File: config.mk
export PLATFORM = sky130hd
export DESIGN_NAME = core_mem_rd_arbiter
export DESIGN_NICKNAME = d
export VERILOG_FILES = /design/src/rtl/core_mem_rd_arbiter_pkg.sv /design/src/rtl/core_mem_rd_arbiter_rr_arb2.sv /design/src/rtl/core_mem_rd_arbiter.sv
export SDC_FILE = /design/constraint.sdc
export NUM_CORES = 1
export LEC_CHECK = 0
export BUFFER_PORTS_ARGS = -buffer_cell sky130_fd_sc_hd__buf_2
export CAP_MARGIN = 0
export CORE_UTILIZATION = 38
export DETAILED_ROUTE_END_ITERATION = 10
export PLACE_DENSITY = 0.81
export REMOVE_ABC_BUFFERS = 1
export SYNTH_ARGS = -nofsm -noshare
export SYNTH_HDL_FRONTEND = slang
export SYNTH_SLANG_ARGS = --single-unit
File: constraint.sdc
create_clock -name CLK -period 2.06 [get_ports CLK]
set_input_delay 0.103 -clock CLK [delete_from_list [all_inputs] [get_ports CLK]]
set_output_delay 0.103 -clock CLK [all_outputs]
set_load 0.05 [all_outputs]
File: src/rtl/core_mem_rd_arbiter_pkg.sv
// Shared encodings for the two-master AXI4-Lite read arbiter.
package core_mem_rd_arbiter_pkg;

    typedef enum logic [1:0] {
        ARB_IDLE = 2'd0,
        ARB_ADDR = 2'd1,
        ARB_DATA = 2'd2
    } arb_state_t;

    localparam logic [1:0] RESP_OKAY   = 2'b00;
    localparam logic [1:0] RESP_SLVERR = 2'b10;
    localparam logic [1:0] RESP_DECERR = 2'b11;

    localparam int ARB_P_IFETCH = 0;
    localparam int ARB_P_LOAD   = 1;

endpackage

File: src/rtl/core_mem_rd_arbiter_rr_arb2.sv
// 2-way grant unit (module core_rr_arb2). Round-robin by default;
// CORE_RDARB_FIXED_PRIO_EN makes the load port win every tie.
module core_rr_arb2
    import core_mem_rd_arbiter_pkg::*;
(
    input  logic [1:0] i_req,
    input  logic       i_last,
    output logic [1:0] o_gnt
);

`ifdef CORE_RDARB_FIXED_PRIO_EN
    logic w_unused_last;
    assign w_unused_last = i_last;
`endif

    always_comb begin
        o_gnt = 2'b00;
        case (i_req)
            2'b01: o_gnt[ARB_P_IFETCH] = 1'b1;
            2'b10: o_gnt[ARB_P_LOAD]   = 1'b1;
            2'b11: begin
`ifdef CORE_RDARB_FIXED_PRIO_EN
                o_gnt[ARB_P_LOAD] = 1'b1;
`else
                // Tie goes to whichever port did not win last time.
                if (i_last) o_gnt[ARB_P_IFETCH] = 1'b1;
                else        o_gnt[ARB_P_LOAD]   = 1'b1;
`endif
            end
            default: o_gnt = 2'b00;
        endcase
    end

endmodule

File: src/rtl/core_mem_rd_arbiter.sv
// Two-master to one-slave AXI4-Lite read arbiter, one outstanding transaction.
// Tie policy selectable with CORE_RDARB_FIXED_PRIO_EN (see core_rr_arb2).
module core_mem_rd_arbiter
    import core_mem_rd_arbiter_pkg::*;
#(
    parameter int AXI_AWIDTH = 32,
    parameter int AXI_DWIDTH = 32
) (
    input  logic                  CLK,
    input  logic                  NRST,
    input  logic [AXI_AWIDTH-1:0] S0_ARADDR,
    input  logic                  S0_ARVALID,
    output logic                  S0_ARREADY,
    output logic [AXI_DWIDTH-1:0] S0_RDATA,
    output logic [1:0]            S0_RRESP,
    output logic                  S0_RVALID,
    input  logic                  S0_RREADY,
    input  logic [AXI_AWIDTH-1:0] S1_ARADDR,
    input  logic                  S1_ARVALID,
    output logic                  S1_ARREADY,
    output logic [AXI_DWIDTH-1:0] S1_RDATA,
    output logic [1:0]            S1_RRESP,
    output logic                  S1_RVALID,
    input  logic                  S1_RREADY,
    output logic [AXI_AWIDTH-1:0] M_ARADDR,
    output logic                  M_ARVALID,
    input  logic                  M_ARREADY,
    input  logic [AXI_DWIDTH-1:0] M_RDATA,
    input  logic [1:0]            M_RRESP,
    input  logic                  M_RVALID,
    output logic                  M_RREADY
);

    arb_state_t            r_state;
    logic                  r_owner;
    logic                  r_last;
    logic                  r_arvalid;
    logic [AXI_AWIDTH-1:0] r_araddr;

    logic [1:0] w_gnt;
    logic       w_idle;
    logic       w_data;
    logic       w_own0;
    logic       w_own1;

    core_rr_arb2 u_arb (
        .i_req  ({S1_ARVALID, S0_ARVALID}),
        .i_last (r_last),
        .o_gnt  (w_gnt)
    );

    // AR readies depend only on state and AR inputs; gated by NRST so every
    // output reads 0 while reset is held.
    assign w_idle     = (r_state == ARB_IDLE) & NRST;
    assign S0_ARREADY = w_idle & w_gnt[ARB_P_IFETCH];
    assign S1_ARREADY = w_idle & w_gnt[ARB_P_LOAD];

    always_ff @(posedge CLK or negedge NRST) begin
        if (!NRST) begin
            r_state   <= ARB_IDLE;
            r_owner   <= 1'b0;
            r_last    <= 1'b1;
            r_arvalid <= 1'b0;
            r_araddr  <= '0;
        end else begin
            case (r_state)
                ARB_IDLE: begin
                    if (|w_gnt) begin
                        r_araddr  <= w_gnt[ARB_P_LOAD] ? S1_ARADDR : S0_ARADDR;
                        r_owner   <= w_gnt[ARB_P_LOAD];
                        r_last    <= w_gnt[ARB_P_LOAD];
                        r_arvalid <= 1'b1;
                        r_state   <= ARB_ADDR;
                    end
                end
                ARB_ADDR: begin
                    if (M_ARREADY) begin
                        r_arvalid <= 1'b0;
                        r_state   <= ARB_DATA;
                    end
                end
                ARB_DATA: begin
                    if (M_RVALID && M_RREADY) r_state <= ARB_IDLE;
                end
                default: begin
                    r_arvalid <= 1'b0;
                    r_state   <= ARB_IDLE;
                end
            endcase
        end
    end

    assign M_ARVALID = r_arvalid;
    assign M_ARADDR  = r_araddr;

    // R channel is a pure combinational steer toward the owner during DATA.
    assign w_data   = (r_state == ARB_DATA);
    assign w_own0   = w_data & ~r_owner;
    assign w_own1   = w_data &  r_owner;
    assign M_RREADY = (w_own0 & S0_RREADY) | (w_own1 & S1_RREADY);

    assign S0_RVALID = w_own0 & M_RVALID;
    assign S0_RDATA  = w_own0 ? M_RDATA : '0;
    assign S0_RRESP  = w_own0 ? M_RRESP : 2'b00;
    assign S1_RVALID = w_own1 & M_RVALID;
    assign S1_RDATA  = w_own1 ? M_RDATA : '0;
    assign S1_RRESP  = w_own1 ? M_RRESP : 2'b00;

endmodule

==> results of run 1 <==
-- state kept, by name, indices dropped and copies added, names as in the netlist --
signal,count
M_ARADDR,32
r_state,2
M_ARVALID,1
r_last,1
r_owner,1
-- stage by stage --
stage	area, µm²	std cells
after detailed placement	3580	486
final	3710	495
after floorplan	2330	195
after CTS	3710	495
after global placement	3580	486
after global routing	3710	495
-- routing by layer --
layer / track usage [%] / wire length [µm] / share of wire (%)
met1: 21.1 / 2740 / 41
met2: 32.4 / 3300 / 49
met3: 6.78 / 601 / 9.0
met4: 6.25 / 67 / 1.0
met5: 0 / 0 / 0
-- worst paths after layout --
kind,from,cells after the start,end,slack [ns]
max in group asynchronous,NRST,3,M_ARADDR[17],1.24
min reg2reg,M_ARADDR[8],1,M_ARADDR[8],0.50
max reg2reg,r_last,4,M_ARADDR[29],0.47
min in group asynchronous,NRST,2,r_owner,0.17
min,S0_ARVALID,2,r_last,0.07
max,r_state[0],5,S1_RDATA[16],0.19
-- repair_timing --
| item | in CTS | in global routing |
|---|---|---|
| hold buffers | 1 | 0 |
| endpoints found under the hold margin | 15 | 0 |
| gates resized for setup | 0 | 0 |
-- cell families (layout without fill, tap and decap cells) --
group / Yosys count / in the layout / synth area share [%]
AND/OR/NAND/NOR: 85 / 85 / 21.2
multiplexers: 65 / 65 / 34.6
flip-flops: 37 / 37 / 38.6
buffers and inverters: 13 / 226 / 3.12
AO/OA/AOI/OAI: 7 / 7 / 2.45
-- cell type report --
| type | instances | area share [%] |
|---|---|---|
| clock inverter | 3 | 1.25 |
| timing repair buffer | 217 | 31.3 |
| tap | 75 | 2.53 |
| multi-input combinational | 157 | 38.0 |
| sequential | 37 | 25.0 |
| clock buffer | 5 | 1.85 |
| inverter | 1 | 0.101 |
-- power by group through the flow --
stage	registers, µW	logic [µW]	clock network, µW
after floorplan	2490	1660	0
after global placement	1300	3700	0
after detailed placement	1330	3750	0
after CTS	1310	3750	646
after global routing	1360	3900	680
final	1310	3720	631
-- worst register-to-register path: stages (launching register included) --
cell      delay [ns]
dfstp_2         0.39
a21boi_4        0.17
buf_12          0.27
mux2_2          0.38
mux2_2          0.26
-- cell usage after synthesis (all sizes together) --
cell type / count / area, µm²
and2: 70 / 438
mux2: 64 / 822
dfrtp: 36 / 901
buf: 6 / 48.8
clkbuf: 6 / 22.5
nor2: 6 / 30.0
nand2: 5 / 18.8
o21ai: 2 / 13.8
a21boi: 1 / 18.8
a21oi: 1 / 5.00
a22o: 1 / 8.76
a31oi: 1 / 6.26
and3: 1 / 6.26
dfstp: 1 / 26.3
inv: 1 / 3.75
mux2i: 1 / 10.0
nand2b: 1 / 6.26
nand3: 1 / 5.00
nor2b: 1 / 6.26
o22ai: 1 / 6.26
==> impl_metrics.ini, run 1 <==
[run_status]
status = complete, no violations

[timing]
tns_ns = 0
hold_violations = 0
finalCritPeriodShare_pct = 90.6
whs_ns = 0.0719
setup_viol = 0
rsz0062_at_grt = false
slew_violations = 0
fin_ws_ns = 0.193
finalCriticalPeriod_ns = 1.87
fin_worst_skew_ns = 0.00669
clock.fmax_mhz = 536
relSlewSlack_pct = 69.8
tightestPinTransition_ns = 0.453

[synth]
seq_area_frac_synth_pct = 38.6
postSynthCellCount = 207
synth.cell_area_mm2 = 0.00240
synth.avg_cell_area_um2 = 11.6
ys_warn_count = 0
synthDistinctLibCells = 24
ys_ff_latch = 37

[pwr]
swShare_pct = 54.0
seqPwrFrac_pct = 23.1
ir_drop_uv = 921
p_int_uw = 2600
p_clk_share_pct = 11.2
p_per_area_mw_per_mm2 = 1520
power_frac_comb_pct = 65.7
p_leak_uw = 0.00211
power_uw = 5660
switchingPower_uw = 3050

[worst_setup_path]
slowest_stage = dfrtp_1
slowest_delay_ns = 0.44
worstSetupEndpointType = output pin
path_buf_inv = 2
worstSetupPathType = reg -> out
crit_fanout = 35
cp.required_ns = 1.96
path_cells = nand2b_1, nor2_1, buf_4, and2_1, buf_2
critPathLaunchType = flip-flop
crit_family = buffers and inverters
cp.arrival_ns = 1.76

[cells_and_area]
nets = 525
num_antenna_cells = 0
fin_util_pct = 61.6
fillers = 526
area_delta_synth_final_pct = 54.3
seqCellArea_um2 = 927
drive_above_1_share_pct = 69.5
layout_commonest_cell = buf_2
most-common-layout-cells = buf_2, and2_1, mux2_2
multi_input_area_mm2 = 0.00141

[clock_network]
numCtsBuffers = 5
cts_max_level = 2
clk_pin_slew_ns = 0.08
post_cts_buffers = 0
cts_sinks = 37
cts-root-buf = clkbuf_8
clock_path_buffers = 2
clk_latency_ns = 0.29
cts_tree = yes

[route]
wl_um = 6700
wire_per_inst_um = 13.5
ant_nets = 0
drc = 0
dr.pass1.iters = 4
vias = 2260
viasPerCell = 4.57
drt_iter0_drc = 45

[die]
fp-row-count = 28
start_util_pct = 39.9
dieArea_mm2 = 0.00665
core_area_mm2 = 0.00603
ios = 212
die_h_um = 81.5
die_x_um = 81.5

[global_route]
antenna_found_initial = 0
grt_pass1_vias = 2054
grt_max_degree = 36
grt_util_all_layers_pct = 18.7
grt_first_pass_wirelength_um = 9470
grt_overflow = 0

[job]
drv_cap = 0

[placed_design]
dp_worst_setup_slack_ns = 0.483
globalplace.congestion = 0.764
port_buffers = 211
hpwl_um = 5350

[worst_hold_path]
hold_class = in -> reg
(Power assumes the default switching activity.)
==> run 2, diff against run 1 <==
==> constraint.sdc (replaced) <==
create_clock -name CLK -period 1.8 [get_ports CLK]
set_input_delay 0.36 -clock CLK [delete_from_list [all_inputs] [get_ports CLK]]
set_output_delay 0.36 -clock CLK [all_outputs]
set_load 0.05 [all_outputs]
==> run 2 against run 1 <==
The flow now finishes with violations (setup timing). Via count grew 9.4%. Hold slack better by 0.0067 ns. Final cell count up 3.2%. Global-route usage rose by 5.1 points. Total power up 28%. Flip-flop and latch count unchanged. Largest cell class is now non-clock buffers. First-iteration DRC count decreased by 20%. Critical endpoint is now S1_RDATA[27]. Routed wire length increased by 39%.
==> impl_metrics.ini, run 2 (synthesized netlist as in run 1, its figures left out) <==
[cells_and_area]
largest_register_ffs = 32
fillers = 385
stdcell_count = 511
fin_util_pct = 76.1
most-common-layout-cells = buf_2, buf_6, mux2_2
num_antenna_cells = 0
final_cell_area_mm2 = 0.00459
layout_commonest_cell = buf_2
nets = 541
multi_input_area_mm2 = 0.00152
area_delta_synth_final_pct = 90.8
drive_above_1_share_pct = 79.6
seqCellArea_um2 = 927

[worst_setup_path]
cp.required_ns = 1.44
crit_fanout = 5
worstSetupEndpointType = output pin
crit_start = r_owner
crit_family = buffers and inverters
cp.arrival_ns = 1.54
worstSetupPathType = reg -> out
path_cells = inv_1, nor2_4, buf_6, clkbuf_16, and2_4, buf_8
slowest_delay_ns = 0.44
r2r_start = r_last
slowest_stage = dfrtp_1
critPathLaunchType = flip-flop
path_buf_inv = 4

[timing]
finalCriticalPeriod_ns = 1.90
slew_violations = 0
fin_ws_ns = -0.102
clock.fmax_mhz = 526
setup_viol = 71
fin_worst_skew_ns = 0.00848
tightestPinTransition_ns = 0.345
relSlewSlack_pct = 76.3
tns_ns = -5.27
hold_violations = 0
rsz0062_at_grt = true
finalCritPeriodShare_pct = 106

[clock_network]
clk_latency_ns = 0.28
clk_pin_slew_ns = 0.08
cts_sinks = 37
hold_buffers = 0
cts_tree = yes
cts-root-buf = clkbuf_8
cts_max_level = 2
clock_path_buffers = 2
numCtsBuffers = 5

[route]
drt_iter0_drc = 36
vias = 2473
drc = 0
wl_um = 9290
viasPerCell = 4.84
wire_per_inst_um = 18.2
ant_nets = 0
dr.pass1.iters = 4

[die]
start_util_pct = 39.9
ios = 212
dieArea_mm2 = 0.00665
fp-row-count = 28
die_h_um = 81.5
core_area_mm2 = 0.00603
die_x_um = 81.5

[global_route]
grt_first_pass_wirelength_um = 11700
antenna_found_initial = 0
grt_pass1_vias = 2332
grt_max_degree = 36
grt_util_all_layers_pct = 23.8
grt_overflow = 0

[pwr]
ir_drop_uv = 1190
power_uw = 7270
p_leak_uw = 0.00235
p_per_area_mw_per_mm2 = 1590

[placed_design]
place_area_mm2 = 0.00367
hpwl_um = 5480
globalplace.congestion = 0.757
place_inst = 491
port_buffers = 211

[job]
drv_cap = 0

[run_status]
failed_checks = setup timing
status = complete, but fails checks

[worst_hold_path]
hold_class = in -> async
==> run 2: layout make-up <==
type,instances,area share [%]
flip-flops and latches,37,20.2
multi-input cells,157,33.1
well taps,75,2.05
clock inverters,2,0.300
clock buffers,6,1.80
inverters,1,0.0819
repair buffers,233,42.4
==> run 2: worst paths after layout <==
| kind | endpoint | slack [ns] | depth (start not counted) |
|---|---|---|---|
| worst min-delay path | r_state[0] | 0.08 | 2 |
| max in group asynchronous | M_ARADDR[11] | 1.33 | 2 |
| worst max-delay path | S1_RDATA[27] | -0.10 | 6 |
| worst max register to register | M_ARADDR[0] | 0.14 | 5 |
| min in group CLK | r_state[0] | 0.36 | 4 |
| worst min register to register | M_ARVALID | 0.50 | 2 |
==> run 2: repair_timing <==
action	in CTS	in global routing
setup endpoints to repair	72	72
gates cloned	1	3
pin swaps	2	18
resized for setup	159	55
setup buffers	4	4
==> run 2: routing by layer <==
layer	up-vias	wire length, µm	track usage [%]
met2	106	5060	43.3
met4	0	232	8.04
li1	1146	-	-
met5	-	0	0
met1	1203	3400	26.5
met3	18	594	6.67
==> run 2: worst register-to-register path: cells and delay by family, from the launching register on <==
kind,cells,cell delay (ns)
compound gates,1,0.22
buf+inv,2,0.34
flops,1,0.38
mux,2,0.62
==> run 2: per-stage QoR <==
step / worst slack [ns] / hold slack [ns]
detailed placement: 0.0731 / 0.395
global route: -0.186 / 0.0754
finish: -0.102 / 0.0786
global placement: 0.108 / 0.404
floorplan: -0.429 / 0.0644
CTS: -0.0688 / 0.0874
==> run 2: power breakdown <==
part / leakage (µW) / internal, µW / switching (µW)
Combinational: 0.00187 / 1930 / 3240
Sequential: 0.000433 / 1270 / 232
Clock: 0.0000512 / 310 / 291
Total: 0.00235 / 3510 / 3760
==> run 3, diff against run 2 <==
--- a/constraint.sdc
+++ b/constraint.sdc
@@ -3,2 +3,2 @@
 set_output_delay 0.36 -clock CLK [all_outputs]
-set_load 0.05 [all_outputs]
+set_load 0.1 [all_outputs]
==> run 3 against run 2 <==
The flow still finishes with violations (setup timing). Register-to-register slack got worse by 0.03 ns. Flip-flop and latch count unchanged. Die area did not move. Setup slack lost 0.014 ns. Clock skew up 0.0034 ns. Critical path type unchanged. Largest power group unchanged.
==> impl_metrics.ini, run 3 (synthesized netlist as in run 1, its figures left out) <==
[die]
ios = 212
die_x_um = 81.5
core_area_mm2 = 0.00603
fp-row-count = 28
dieArea_mm2 = 0.00665
start_util_pct = 39.9
die_h_um = 81.5

[cells_and_area]
nets = 539
drive_above_1_share_pct = 86.2
largest_register_ffs = 32
area_delta_synth_final_pct = 115
num_antenna_cells = 0
most-common-layout-cells = buf_2, buf_12, and2_4
stdcell_count = 509
layout_commonest_cell = buf_2
final_cell_area_mm2 = 0.00516

[placed_design]
port_buffers = 211
place_inst = 491
globalplace.congestion = 0.784
hpwl_um = 7290
place_area_mm2 = 0.00471

[global_route]
antenna_found_initial = 0
grt_overflow = 0
grt_first_pass_wirelength_um = 13400
grt_pass1_vias = 2686
grt_util_all_layers_pct = 27.9
grt_max_degree = 36

[route]
dr.pass1.iters = 4
vias = 2492
wire_per_inst_um = 19.7
drt_iter0_drc = 51
met2_length_um = 5580
dr_wl_met3_um = 671
drc = 0
viasPerCell = 4.90
ant_nets = 0
wl_um = 10000
met1_length_um = 3420
highest_layer = met4

[worst_setup_path]
r2r_cells = 5
worstSetupEndpointType = output pin
cp.arrival_ns = 1.56
cp.required_ns = 1.44
critPathLaunchType = flip-flop
worstSetupPathType = reg -> out
crit_fanout = 18

[clock_network]
cts-root-buf = clkbuf_8
cts_sinks = 37
clk_pin_slew_ns = 0.07
clock_path_buffers = 2
clk_latency_ns = 0.28
cts_max_level = 2
cts_tree = yes
numCtsBuffers = 5

[pwr]
ir_drop_uv = 1660
p_per_area_mw_per_mm2 = 1950
p_leak_uw = 0.00250
power_uw = 10000

[timing]
tightestPinTransition_ns = 0.500
finalCritPeriodShare_pct = 106
fin_ws_ns = -0.116
relSlewSlack_pct = 66.9
slew_violations = 0
clock.fmax_mhz = 522
hold_violations = 0
fin_worst_skew_ns = 0.0119
finalCriticalPeriod_ns = 1.92
setup_viol = 70
rsz0062_at_grt = true

[run_status]
failed_checks = setup timing
status = complete, but fails checks

[worst_hold_path]
hold_class = in -> async

[job]
drv_cap = 0
==> run 3: final timing paths <==
check	from	endpoint	slack (ns)
min in group CLK	M_ARREADY	r_state[0]	0.36
max in group asynchronous	NRST	r_owner	0.91
setup / recovery	r_state[0]	S0_RDATA[26]	-0.12
hold / removal	NRST	M_ARADDR[5]	0.20
hold reg to reg	M_ARADDR[22]	M_ARADDR[22]	0.50
setup reg to reg	r_last	M_ARADDR[0]	0.11
==> run 3: routing by layer <==
| layer | up-vias | GRT usage [%] |
|---|---|---|
| met5 | - | 0 |
| met4 | 0 | 11.6 |
| met3 | 28 | 7.44 |
| met2 | 123 | 55.9 |
| met1 | 1199 | 26.0 |
| li1 | 1142 | - |
==> run 3: through the flow <==
step / util (%) / hold WS, ns / worst slack (ns) / setup TNS, ns
5_1_grt: 85.6 / 0.228 / -0.172 / -9.78
3_5_place_dp: 78.2 / 0.248 / 0.0166 / 0
3_3_place_gp: 78.2 / 0.242 / 0.0690 / 0
6_report: 85.6 / 0.200 / -0.116 / -6.07
4_1_cts: 84.0 / 0.200 / -0.122 / -6.78
2_1_floorplan: - / 0.0644 / -0.759 / -60.75
==> run 3: worst max-delay path, cell delays in order, from the launching register on <==
cell and delay [ns]:
dfrtp_1 0.38, nand2b_4 0.17, nor2_4 0.16, buf_12 0.17
and2_1 0.20, buf_12 0.19
==> run 3: power by group <==
part           internal, µW  total, µW  switching (µW)
combinational          2330       7950            5620
sequential             1270       1510             235
clock                   310        584             274
total                  3910      10000            6130
==> run 3: layout make-up <==
type | instances | area (µm²)
Inverter | 1 | 3.75
Multi-Input combinational cell | 157 | 1590
Sequential cell | 37 | 928
Clock buffer | 6 | 82.6
Clock inverter | 2 | 13.8
Tap cell | 75 | 93.8
Fill cell | 297 | 867
Timing Repair Buffer | 231 | 2440
==> run 3: timing repair <==
action	4_1_cts	5_1_grt
hold buffers	1	0
endpoints found under the hold margin	7	0
cloned	1	3
pin swaps	2	8
buffers inserted	4	1
setup endpoints to repair	72	71
resized for setup	72	4
